$ cat config.mk
export PLATFORM = sky130hd
export DESIGN_NAME = ad396x_spi_controller
export DESIGN_NICKNAME = d
export VERILOG_FILES = /design/src/rtl/ad396x_pkg.sv /design/src/rtl/ad396x_spi_controller.sv
export SDC_FILE = /design/constraint.sdc
export NUM_CORES = 1
export LEC_CHECK = 0
export ABC_AREA = 0
export BUFFER_PORTS_ARGS = -buffer_cell sky130_fd_sc_hd__buf_2
export CORE_MARGIN = 1
export CORE_UTILIZATION = 53
export CTS_CLUSTER_DIAMETER = 200
export DETAILED_ROUTE_END_ITERATION = 8
export MAX_ROUTING_LAYER = met4
export PLACE_DENSITY = 0.74
export SLEW_MARGIN = 5
export SYNTH_ARGS = -nofsm -noshare
export SYNTH_HDL_FRONTEND = slang
export SYNTH_SLANG_ARGS = --single-unit
$ cat constraint.sdc
create_clock -name clk -period 2.9 [get_ports clk]
set_clock_uncertainty 0.1 [all_clocks]
set_input_delay 0.29 -clock clk [delete_from_list [all_inputs] [get_ports clk]]
set_output_delay 0.29 -clock clk [all_outputs]
set_load 0.05 [all_outputs]
$ cat src/rtl/ad396x_pkg.sv
// Shared definitions for the AD396x SPI configuration path: instruction field
// positions, register/instruction widths, controller state encoding and a
// helper that packs a single-byte register access into the 24-bit SPI word.
package ad396x_pkg;

  localparam int AD396X_REG_ADDR_W  = 10;
  localparam int AD396X_REG_DATA_W  = 8;
  localparam int AD396X_SPI_INSTR_W = 24;

  // Instruction word layout, MSB first on the wire.
  localparam int AD396X_INSTR_RW_BIT   = 23;
  localparam int AD396X_INSTR_LEN_MSB  = 22;
  localparam int AD396X_INSTR_LEN_LSB  = 18;
  localparam int AD396X_INSTR_ADDR_MSB = 17;
  localparam int AD396X_INSTR_ADDR_LSB = 8;
  localparam int AD396X_INSTR_DATA_MSB = 7;
  localparam int AD396X_INSTR_DATA_LSB = 0;

  typedef enum logic [2:0] {
    IDLE,
    SETUP,
    SHIFT,
    HOLD,
    RESP,
    GAP
  } ad396x_spi_state_t;

  // Length field stays zero: every access is a single byte. Reads carry a
  // zero data byte because the chip drives the data phase itself.
  function automatic logic [AD396X_SPI_INSTR_W-1:0] ad396x_build_instr(
    input logic                         wr,
    input logic [AD396X_REG_ADDR_W-1:0] addr,
    input logic [AD396X_REG_DATA_W-1:0] wdata
  );
    logic [AD396X_SPI_INSTR_W-1:0] w;
    w = '0;
    w[AD396X_INSTR_RW_BIT] = wr;
    w[AD396X_INSTR_LEN_MSB:AD396X_INSTR_LEN_LSB] = '0;
    w[AD396X_INSTR_ADDR_MSB:AD396X_INSTR_ADDR_LSB] = addr;
    w[AD396X_INSTR_DATA_MSB:AD396X_INSTR_DATA_LSB] = wr ? wdata : '0;
    return w;
  endfunction

endpackage

$ cat src/rtl/ad396x_spi_controller.sv
// AD396x register-access SPI master: one 24-bit write/read instruction per
// command, read byte returned on a valid/ready response channel.
// Latency: rsp_valid 1+CS_SETUP+48*CLK_DIV+CS_HOLD cycles after accept.
// Backpressure: cmd_ready only in IDLE; response held until rsp_ready, then a
// GAP-cycle chip-select-high interval before the next command is taken.
// Ports: clk/rst (sync, active-high); cmd_* command channel; rsp_* response
// channel; busy; spi_csn/spi_clk/spi_mosi/spi_miso 4-wire SPI to the chip.
module ad396x_spi_controller
  import ad396x_pkg::*;
#(
  parameter int CLK_DIV  = 4,
  parameter int CS_SETUP = 2,
  parameter int CS_HOLD  = 2,
  parameter int GAP      = 4
) (
  input  logic                         clk,
  input  logic                         rst,
  input  logic                         cmd_valid,
  output logic                         cmd_ready,
  input  logic                         cmd_write,
  input  logic [AD396X_REG_ADDR_W-1:0] cmd_addr,
  input  logic [AD396X_REG_DATA_W-1:0] cmd_wdata,
  output logic                         rsp_valid,
  input  logic                         rsp_ready,
  output logic [AD396X_REG_DATA_W-1:0] rsp_rdata,
  output logic                         busy,
  output logic                         spi_csn,
  output logic                         spi_clk,
  output logic                         spi_mosi,
  input  logic                         spi_miso
);

  localparam int HALF_W  = (CLK_DIV > 1) ? $clog2(CLK_DIV) : 1;
  localparam int TMR_MAX = (CS_SETUP > CS_HOLD) ?
                           ((CS_SETUP > GAP) ? CS_SETUP : GAP) :
                           ((CS_HOLD > GAP) ? CS_HOLD : GAP);
  localparam int TMR_W   = (TMR_MAX > 1) ? $clog2(TMR_MAX) : 1;

  // Timers count down to zero, so each is loaded with its length minus one.
  localparam logic [HALF_W-1:0] HALF_LOAD  = HALF_W'(CLK_DIV - 1);
  localparam logic [TMR_W-1:0]  SETUP_LOAD = TMR_W'(CS_SETUP - 1);
  localparam logic [TMR_W-1:0]  HOLD_LOAD  = TMR_W'(CS_HOLD - 1);
  localparam logic [TMR_W-1:0]  GAP_LOAD   = TMR_W'(GAP - 1);
  localparam logic [4:0]        LAST_BIT   = 5'(AD396X_SPI_INSTR_W - 1);
  localparam logic [4:0]        DATA_BITS  = 5'(AD396X_REG_DATA_W);

  ad396x_spi_state_t               state;
  logic [AD396X_SPI_INSTR_W-1:0]   tx_sh;
  logic [AD396X_REG_DATA_W-1:0]    rx_sh;
  logic                            is_write;
  logic [TMR_W-1:0]                tmr;
  logic [HALF_W-1:0]               half_cnt;
  logic [4:0]                      bit_cnt;
  logic                            clk_high;

  always_ff @(posedge clk) begin
    if (rst) begin
      state     <= IDLE;
      cmd_ready <= 1'b0;
      rsp_valid <= 1'b0;
      rsp_rdata <= '0;
      busy      <= 1'b0;
      spi_csn   <= 1'b1;
      spi_clk   <= 1'b0;
      spi_mosi  <= 1'b0;
      tx_sh     <= '0;
      rx_sh     <= '0;
      is_write  <= 1'b0;
      tmr       <= '0;
      half_cnt  <= '0;
      bit_cnt   <= '0;
      clk_high  <= 1'b0;
    end else begin
      case (state)
        IDLE: begin
          if (cmd_valid && cmd_ready) begin
            tx_sh     <= ad396x_build_instr(cmd_write, cmd_addr, cmd_wdata);
            is_write  <= cmd_write;
            rx_sh     <= '0;
            cmd_ready <= 1'b0;
            busy      <= 1'b1;
            spi_csn   <= 1'b0;
            spi_clk   <= 1'b0;
            spi_mosi  <= cmd_write;  // instruction MSB is the R/W flag
            tmr       <= SETUP_LOAD;
            state     <= SETUP;
          end else begin
            cmd_ready <= 1'b1;
          end
        end

        SETUP: begin
          if (tmr == '0) begin
            half_cnt <= HALF_LOAD;
            bit_cnt  <= LAST_BIT;
            clk_high <= 1'b0;
            state    <= SHIFT;
          end else begin
            tmr <= tmr - TMR_W'(1);
          end
        end

        SHIFT: begin
          if (half_cnt != '0) begin
            half_cnt <= half_cnt - HALF_W'(1);
          end else if (!clk_high) begin
            spi_clk  <= 1'b1;
            clk_high <= 1'b1;
            half_cnt <= HALF_LOAD;
          end else begin
            // Last cycle of the high half: the chip has had a full half
            // period to settle MISO since the preceding falling edge.
            if (bit_cnt < DATA_BITS) begin
              rx_sh <= {rx_sh[AD396X_REG_DATA_W-2:0], spi_miso};
            end
            spi_clk  <= 1'b0;
            clk_high <= 1'b0;
            half_cnt <= HALF_LOAD;
            if (bit_cnt == '0) begin
              tmr   <= HOLD_LOAD;
              state <= HOLD;
            end else begin
              bit_cnt  <= bit_cnt - 5'd1;
              tx_sh    <= {tx_sh[AD396X_SPI_INSTR_W-2:0], 1'b0};
              spi_mosi <= tx_sh[AD396X_SPI_INSTR_W-2];
            end
          end
        end

        HOLD: begin
          if (tmr == '0) begin
            spi_csn   <= 1'b1;
            spi_mosi  <= 1'b0;
            rsp_valid <= 1'b1;
            rsp_rdata <= is_write ? '0 : rx_sh;
            state     <= RESP;
          end else begin
            tmr <= tmr - TMR_W'(1);
          end
        end

        RESP: begin
          if (rsp_ready) begin
            rsp_valid <= 1'b0;
            tmr       <= GAP_LOAD;
            state     <= ad396x_pkg::GAP;
          end
        end

        ad396x_pkg::GAP: begin
          if (tmr == '0) begin
            cmd_ready <= 1'b1;
            busy      <= 1'b0;
            state     <= IDLE;
          end else begin
            tmr <= tmr - TMR_W'(1);
          end
        end

        default: begin
          state <= IDLE;
        end
      endcase
    end
  end

endmodule

==> results by group, run 1 <==
Outcome
  • Status: completed

Finish
  • Layout net count: 386
  • Fillers: 452
  • Antenna cell count: 0
  • Storage element area: 1180 sq um
  • Share of cells above drive strength 1: 19.8%
  • Non-Filler Instances: 430
  • Synthesis-to-finish area growth: 13.0%
  • Multi-input gate area: 1430 sq um

Synthesis
  • Synthesized Nets: 361
  • Area share of the largest cell type after synthesis: 42.7%
  • Top post-synthesis cells by area: dfxtp_1 43%, nand2_1 7.3%, a21oi_1 6.2%
  • Yosys warns: 0
  • Register area share after synthesis: 42.7%
  • Cell taking the most area after synthesis: dfxtp_1
  • FF+latch count, synth: 59
  • Mapped Cells: 334
  • Avg Cell Area, Syn: 8.28 sq um
  • Synth cell types: 49
  • Async S/R FF share, synth: 0%
  • Synthesized area: 2760 sq um
  • Number of enable flip-flop cells after synthesis: 0
  • Synth Flop Type: dfxtp_1

STA
  • RSZ-0062 raised after global routing: no
  • Shortest period the worst path allows: 2.34 ns
  • PnR worst setup slack: 0.559 ns
  • Max-slew headroom at the worst pin: 58.6%
  • Setup Viol. Count Final: 0
  • Tcrit/Tclk final: 80.7%
  • Final hold violations: 0
  • F_max: 0.427 GHz
  • Setup TNS: 0 ns
  • Slew Viols, Final: 0
  • Worst-margin pin slew: 0.620 ns
  • Worst hold slack: 0.125 ns

Floorplan
  • Core Rows: 25
  • CORE AREA: 4880 sq um
  • DIE HEIGHT: 74.2 um
  • Die ar.: 5510 sq um
  • Effective utilization at floorplan: 56.6%
  • Chip Width: 74.2 um
  • Boundary Pins: 38

CTS
  • Hold buffer count at cts: 0
  • Longest Clk Path Bufs: 2
  • Postcts setup bufs: 0
  • Clk sinks: 59
  • Clock-pin slew on the worst setup and hold paths: 0.07 ns
  • Htree depth: 3
  • Resized cells post-CTS: 0
  • Total CTS buffers: 9
  • CTS root buf: clkbuf_8
  • Worst skew pair latency: 0.34 ns
  • CTS tree: done

Pwr
  • Sequential power share: 38.9%
  • Internal: 1810 uW
  • Max VDD drop: 0.446 mV
  • Power density cells: 953 nW/um^2
  • Psw: 1160 uW
  • Switching portion of total power: 39.1%
  • Comb power frac: 38.4%
  • Clock share of power: 22.7%
  • Leak pwr: 0.00116 uW

Place
  • DP Cell Count: 415
  • # port buffers: 37
  • Pre-CTS setup slack: 0.560 ns
  • Final Wtd Congestion: 0.782
  • DPL Wire Length: 3730 um

GRT
  • Initial antenna violation count: 0
  • Global route overflow: 0
  • First-pass GRT wire length: 9170 um
  • Pin count of the biggest net entering global routing: 40
  • Gr usage total: 22.9%
  • Number of global-route vias before repair: 2,111

Worst setup path
  • WS Path Type: register to register
  • CP arrival: 2.49 ns
  • Crit-path max FO: 39
  • CP Capture Type: register
  • Crit path required time: 3.05 ns
  • Critical Path Start Type: register

Routing
  • Post-route ant nets: 0
  • Vias per inst: 5.51
  • Drt pass-1 iters: 4
  • DR WL/cell: 13.0 um
  • DRC Markers: 0
  • Wirelength, routed: 5600 um
  • DRT iter0 DRCs: 164
  • Via count: 2,370

Worst hold path
  • Worst hold-check path type: input port to register

Job
  • # Max-Cap Violations: 0
## path summary, 6_finish.rpt
kind                  start        end  slack [ns]  depth (start not counted)
hold reg to reg   tx_sh[21]  tx_sh[21]        0.35                          2
setup / recovery   state[0]  tx_sh[11]        0.56                          6
setup reg to reg   state[0]  tx_sh[11]        0.56                          6
hold / removal     spi_miso   rx_sh[0]        0.13                          3
## final cells by class
cell class	count	area share [%]
clock buffer	13	5.41
sequential	59	37.8
inverter	8	0.962
timing repair buffer	41	6.89
clock inverter	2	0.321
tap	67	2.68
multi-input combinational	240	45.9
## power by group through the flow
stage               Combinational [uW]  Clock [uW]  Sequential [uW]
global placement                  1110           0             1160
detailed placement                1140           0             1170
floorplan                          952           0             1180
finish                            1140         675             1160
CTS                               1150         692             1150
global route                      1260         728             1190
## worst max-delay path, cell delays in order, from the launching register on
cell and delay, ns:
dfxtp_1 0.72, or3b_1 0.25, buf_4 0.27, o21a_1 0.16, buf_4 0.37, nor2_1 0.12
a311oi_2 0.25
## per-layer routing
layer,wire [um],vias up,track usage (%)
met5,0,-,-
met4,113,0,11.7
met3,168,11,5.69
met2,2640,36,35.7
met1,2680,1097,27.6
li1,-,1226,-
## Yosys cell counts (all sizes together), types with 5 or more instances
cell	count
a211oi	5
a21oi	35
a311oi	17
buf	12
clkbuf	15
dfxtp	59
inv	8
nand2	54
nand3	21
nor2	41
nor3b	10
o21ai	6
## logic make-up (layout without fill, tap and decap cells)
| kind of cell | Yosys count | in the layout | share of synthesized area (%) |
|---|---|---|---|
| muxes | 5 | 5 | 1.86 |
| DFF | 59 | 59 | 42.7 |
| xor gates and xnor gates | 3 | 3 | 0.951 |
| AOI/OAI and AO/OA | 73 | 73 | 20.0 |
| buffers and inverters | 35 | 64 | 5.61 |
| adders and majority gates | 3 | 3 | 1.36 |
| and+or+nand+nor | 156 | 156 | 27.5 |
## metrics by stage
stage	total power (uW)	util, %	cell area (sq um)
floorplan	2130	-	2760
global placement	2280	60.3	2940
detailed placement	2310	60.3	2940
CTS	2990	64.0	3120
global route	3180	64.0	3120
finish	2970	64.0	3120
## registers in the layout (all words and copies together), names as in the netlist
name	count
bit_cnt	5
busy	1
clk_high	1
cmd_ready	1
half_cnt	2
is_write	1
rsp_rdata	8
rsp_valid	1
rx_sh	8
spi_clk	1
spi_csn	1
spi_mosi	1
state	3
tmr	2
tx_sh	23
## placed cells by master, fill, tap and decap left out, types with 2 or more instances in the layout
master     n
nor3b_1    9
nand2_1   54
buf_2     37
nor2b_1    3
nor2_1    41
a311oi_2  10
nand4_1    2
xor2_1     2
buf_4      4
or4b_1     2
a21oi_1   34
o31ai_1    2
and2_1     3
nand3b_1   2
clkinv_2   2
a311oi_1   7
nand2b_1   2
ha_1       3
o21ai_0    5
clkbuf_8  12
and3b_1    2
dfxtp_1   59
mux2i_1    4
a211oi_1   4
o31a_1     2
nand3_1   21
or3_1      2
nor3_1     4
inv_1      8
No activity file was read; power rests on OpenSTA's default activity.
==> inputs of run 2 (changes only) <==
Clock period 2.9 ns to 2.3 ns, I/O delays scaled along.
==> results by group, run 2 (synthesis results as in run 1) <==
Worst setup path
  • Slowest CP cell: dfxtp_1 (unchanged)
  • CP arrival: 2.27 ns (was 2.49 ns)
  • Critical Path Start Type: register (unchanged)
  • Worst-path cell chain: or2_2, and3b_1, nor4_2, buf_4, nand2_1, a221oi_2 (was or3b_1, buf_4, o21a_1, buf_4, nor2_1, a311oi_2)
  • Crit-path max FO: 10 (was 39)
  • WS Path Type: register to register (unchanged)
  • Worst r2r dst: half_cnt[1] (was tx_sh[11])
  • Reg2Reg Setup Slack: 0.18 ns (was 0.56 ns)
  • Crit path required time: 2.45 ns (was 3.05 ns)
  • Highest cell delay on the worst timing path: 0.56 ns (was 0.72 ns)
  • Critical Path End: half_cnt[1] (was tx_sh[11])
  • Cells on worst reg2reg path: 6 (unchanged)
  • CP Capture Type: register (unchanged)
  • Reg-to-Reg Start: state[0] (unchanged)
  • Crit path launch: state[0] (unchanged)

Pwr
  • Max VDD drop: 0.636 mV (was 0.446 mV)
  • Power density cells: 1260 nW/um^2 (was 953 nW/um^2)
  • Leak pwr: 0.00122 uW (was 0.00116 uW)

Routing
  • DRC Markers: 0 (unchanged)
  • Vias per inst: 5.56 (was 5.51)
  • Drt pass-1 iters: 4 (unchanged)
  • Post-route ant nets: 0 (unchanged)
  • Via count: 2,418 (was 2,370)
  • Wirelength, routed: 5940 um (was 5600 um)
  • DRT iter0 DRCs: 138 (was 164)
  • DR WL/cell: 13.6 um (was 13.0 um)

STA
  • Tcrit/Tclk final: 92.3% (was 80.7%)
  • Setup Viol. Count Final: 0 (unchanged)
  • Worst-margin pin slew: 0.515 ns (was 0.620 ns)
  • F_max: 0.471 GHz (was 0.427 GHz)
  • Setup TNS: 0 ns (unchanged)
  • Max-slew headroom at the worst pin: 65.7% (was 58.6%)
  • PnR worst setup slack: 0.177 ns (was 0.559 ns)
  • RSZ-0062 raised after global routing: no (unchanged)
  • Final hold violations: 0 (unchanged)
  • Shortest period the worst path allows: 2.12 ns (was 2.34 ns)
  • Slew Viols, Final: 0 (unchanged)

Job
  • # Max-Cap Violations: 0 (unchanged)

GRT
  • Global route overflow: 0 (unchanged)
  • Initial antenna violation count: 0 (unchanged)
  • Pin count of the biggest net entering global routing: 40 (unchanged)
  • First-pass GRT wire length: 9770 um (was 9170 um)
  • Number of global-route vias before repair: 2,169 (was 2,111)
  • Gr usage total: 24.0% (was 22.9%)

Finish
  • Biggest registers after layout: tx_sh x23, rsp_rdata x8, rx_sh x8 (unchanged)
  • Most flop-heavy register: tx_sh (unchanged)
  • Antenna cell count: 0 (unchanged)
  • Commonest non-fill, non-tap cell in the layout: dfxtp_1 (unchanged)
  • Most frequent cells in the layout: 59 x dfxtp_1, 54 x nand2_1, 41 x nor2_1, 37 x buf_2, 34 x a21oi_1 (unchanged)
  • Share of cells above drive strength 1: 21.5% (was 19.8%)
  • Layout net count: 391 (was 386)
  • Fillers: 445 (was 452)
  • Synthesis-to-finish area growth: 16.7% (was 13.0%)
  • Number of flip-flops in the largest register: 23 (unchanged)

Floorplan
  • Boundary Pins: 38 (unchanged)
  • DIE HEIGHT: 74.2 um (unchanged)
  • Chip Width: 74.2 um (unchanged)
  • CORE AREA: 4880 sq um (unchanged)
  • Effective utilization at floorplan: 56.6% (unchanged)
  • Core Rows: 25 (unchanged)
  • Die ar.: 5510 sq um (unchanged)

CTS
  • Hold buffer count at cts: 0 (unchanged)
  • Resized cells post-CTS: 0 (unchanged)
  • CTS tree: done (unchanged)
  • Htree depth: 3 (unchanged)
  • CTS root buf: clkbuf_8 (unchanged)
  • Longest Clk Path Bufs: 2 (unchanged)
  • Clk sinks: 59 (unchanged)
  • Total CTS buffers: 9 (unchanged)
  • Worst skew pair latency: 0.33 ns (was 0.34 ns)
  • Postcts setup bufs: 0 (unchanged)
  • Clock-pin slew on the worst setup and hold paths: 0.07 ns (about the same)

Place
  • Pre-CTS setup slack: 0.249 ns (was 0.560 ns)
  • # port buffers: 37 (unchanged)
  • DPL Wire Length: 3800 um (was 3730 um)
  • Final Wtd Congestion: 0.828 (was 0.782)

Outcome
  • Status: completed (unchanged)

Worst hold path
  • Worst hold-check path type: input port to register (unchanged)
[run 2: stage by stage]
step	cells	total power, uW	util (%)	hold WS, ns	cell area [sq um]
2_1_floorplan	334	2690	-	0.282	2760
3_5_place_dp	420	2970	61.4	0.349	2990
3_3_place_gp	420	2940	61.4	0.339	2990
5_1_grt	435	4310	66.1	0.0724	3220
6_report	435	4050	66.1	0.0693	3220
4_1_cts	435	4030	65.8	0.0567	3210
[run 2: layout make-up]
| class | count | area (sq um) | area share, % |
|---|---|---|---|
| Timing Repair Buffer | 46 | 265 | 8.23 |
| Multi-Input combinational cell | 240 | 1450 | 44.9 |
| Sequential cell | 59 | 1180 | 36.6 |
| Inverter | 8 | 30.0 | 0.931 |
| Tap cell | 67 | 83.8 | 2.60 |
| Clock inverter | 5 | 77.6 | 2.41 |
| Clock buffer | 10 | 138 | 4.27 |
[run 2: worst min-delay path by stage]
stage              start         to  slack, ns  cells past startpoint
4_1_cts         spi_miso   rx_sh[0]       0.06                      3
5_1_grt         spi_miso   rx_sh[0]       0.07                      3
2_1_floorplan   spi_miso   rx_sh[0]       0.28                      2
6_report        spi_miso   rx_sh[0]       0.07                      3
3_3_place_gp   tx_sh[20]  tx_sh[20]       0.34                      2
3_5_place_dp   tx_sh[21]  tx_sh[21]       0.35                      2
[run 2: per-layer routing]
metal  vias up  GRT usage (%)  wire length (um)
met5         -              -                 0
met4         0           10.1                65
met3         6           5.42               265
met2        50           38.0              2850
met1      1133           29.6              2750
li1       1229              -                 -
[run 2: power breakdown]
part	total [uW]	switching, uW	leakage (uW)	internal, uW
clock network	1030	404	0.000108	629
registers	1440	185	0.000480	1260
logic	1570	947	0.000629	624
total	4050	1540	0.00122	2510
[run 2: critical path: cells and delay by family, from the launching register on]
family                 cells  cell delay, ns
AND/OR/NAND/NOR            4            0.92
AO/OA/AOI/OAI              1            0.28
buffers and inverters      1            0.18
flip-flops                 1            0.56
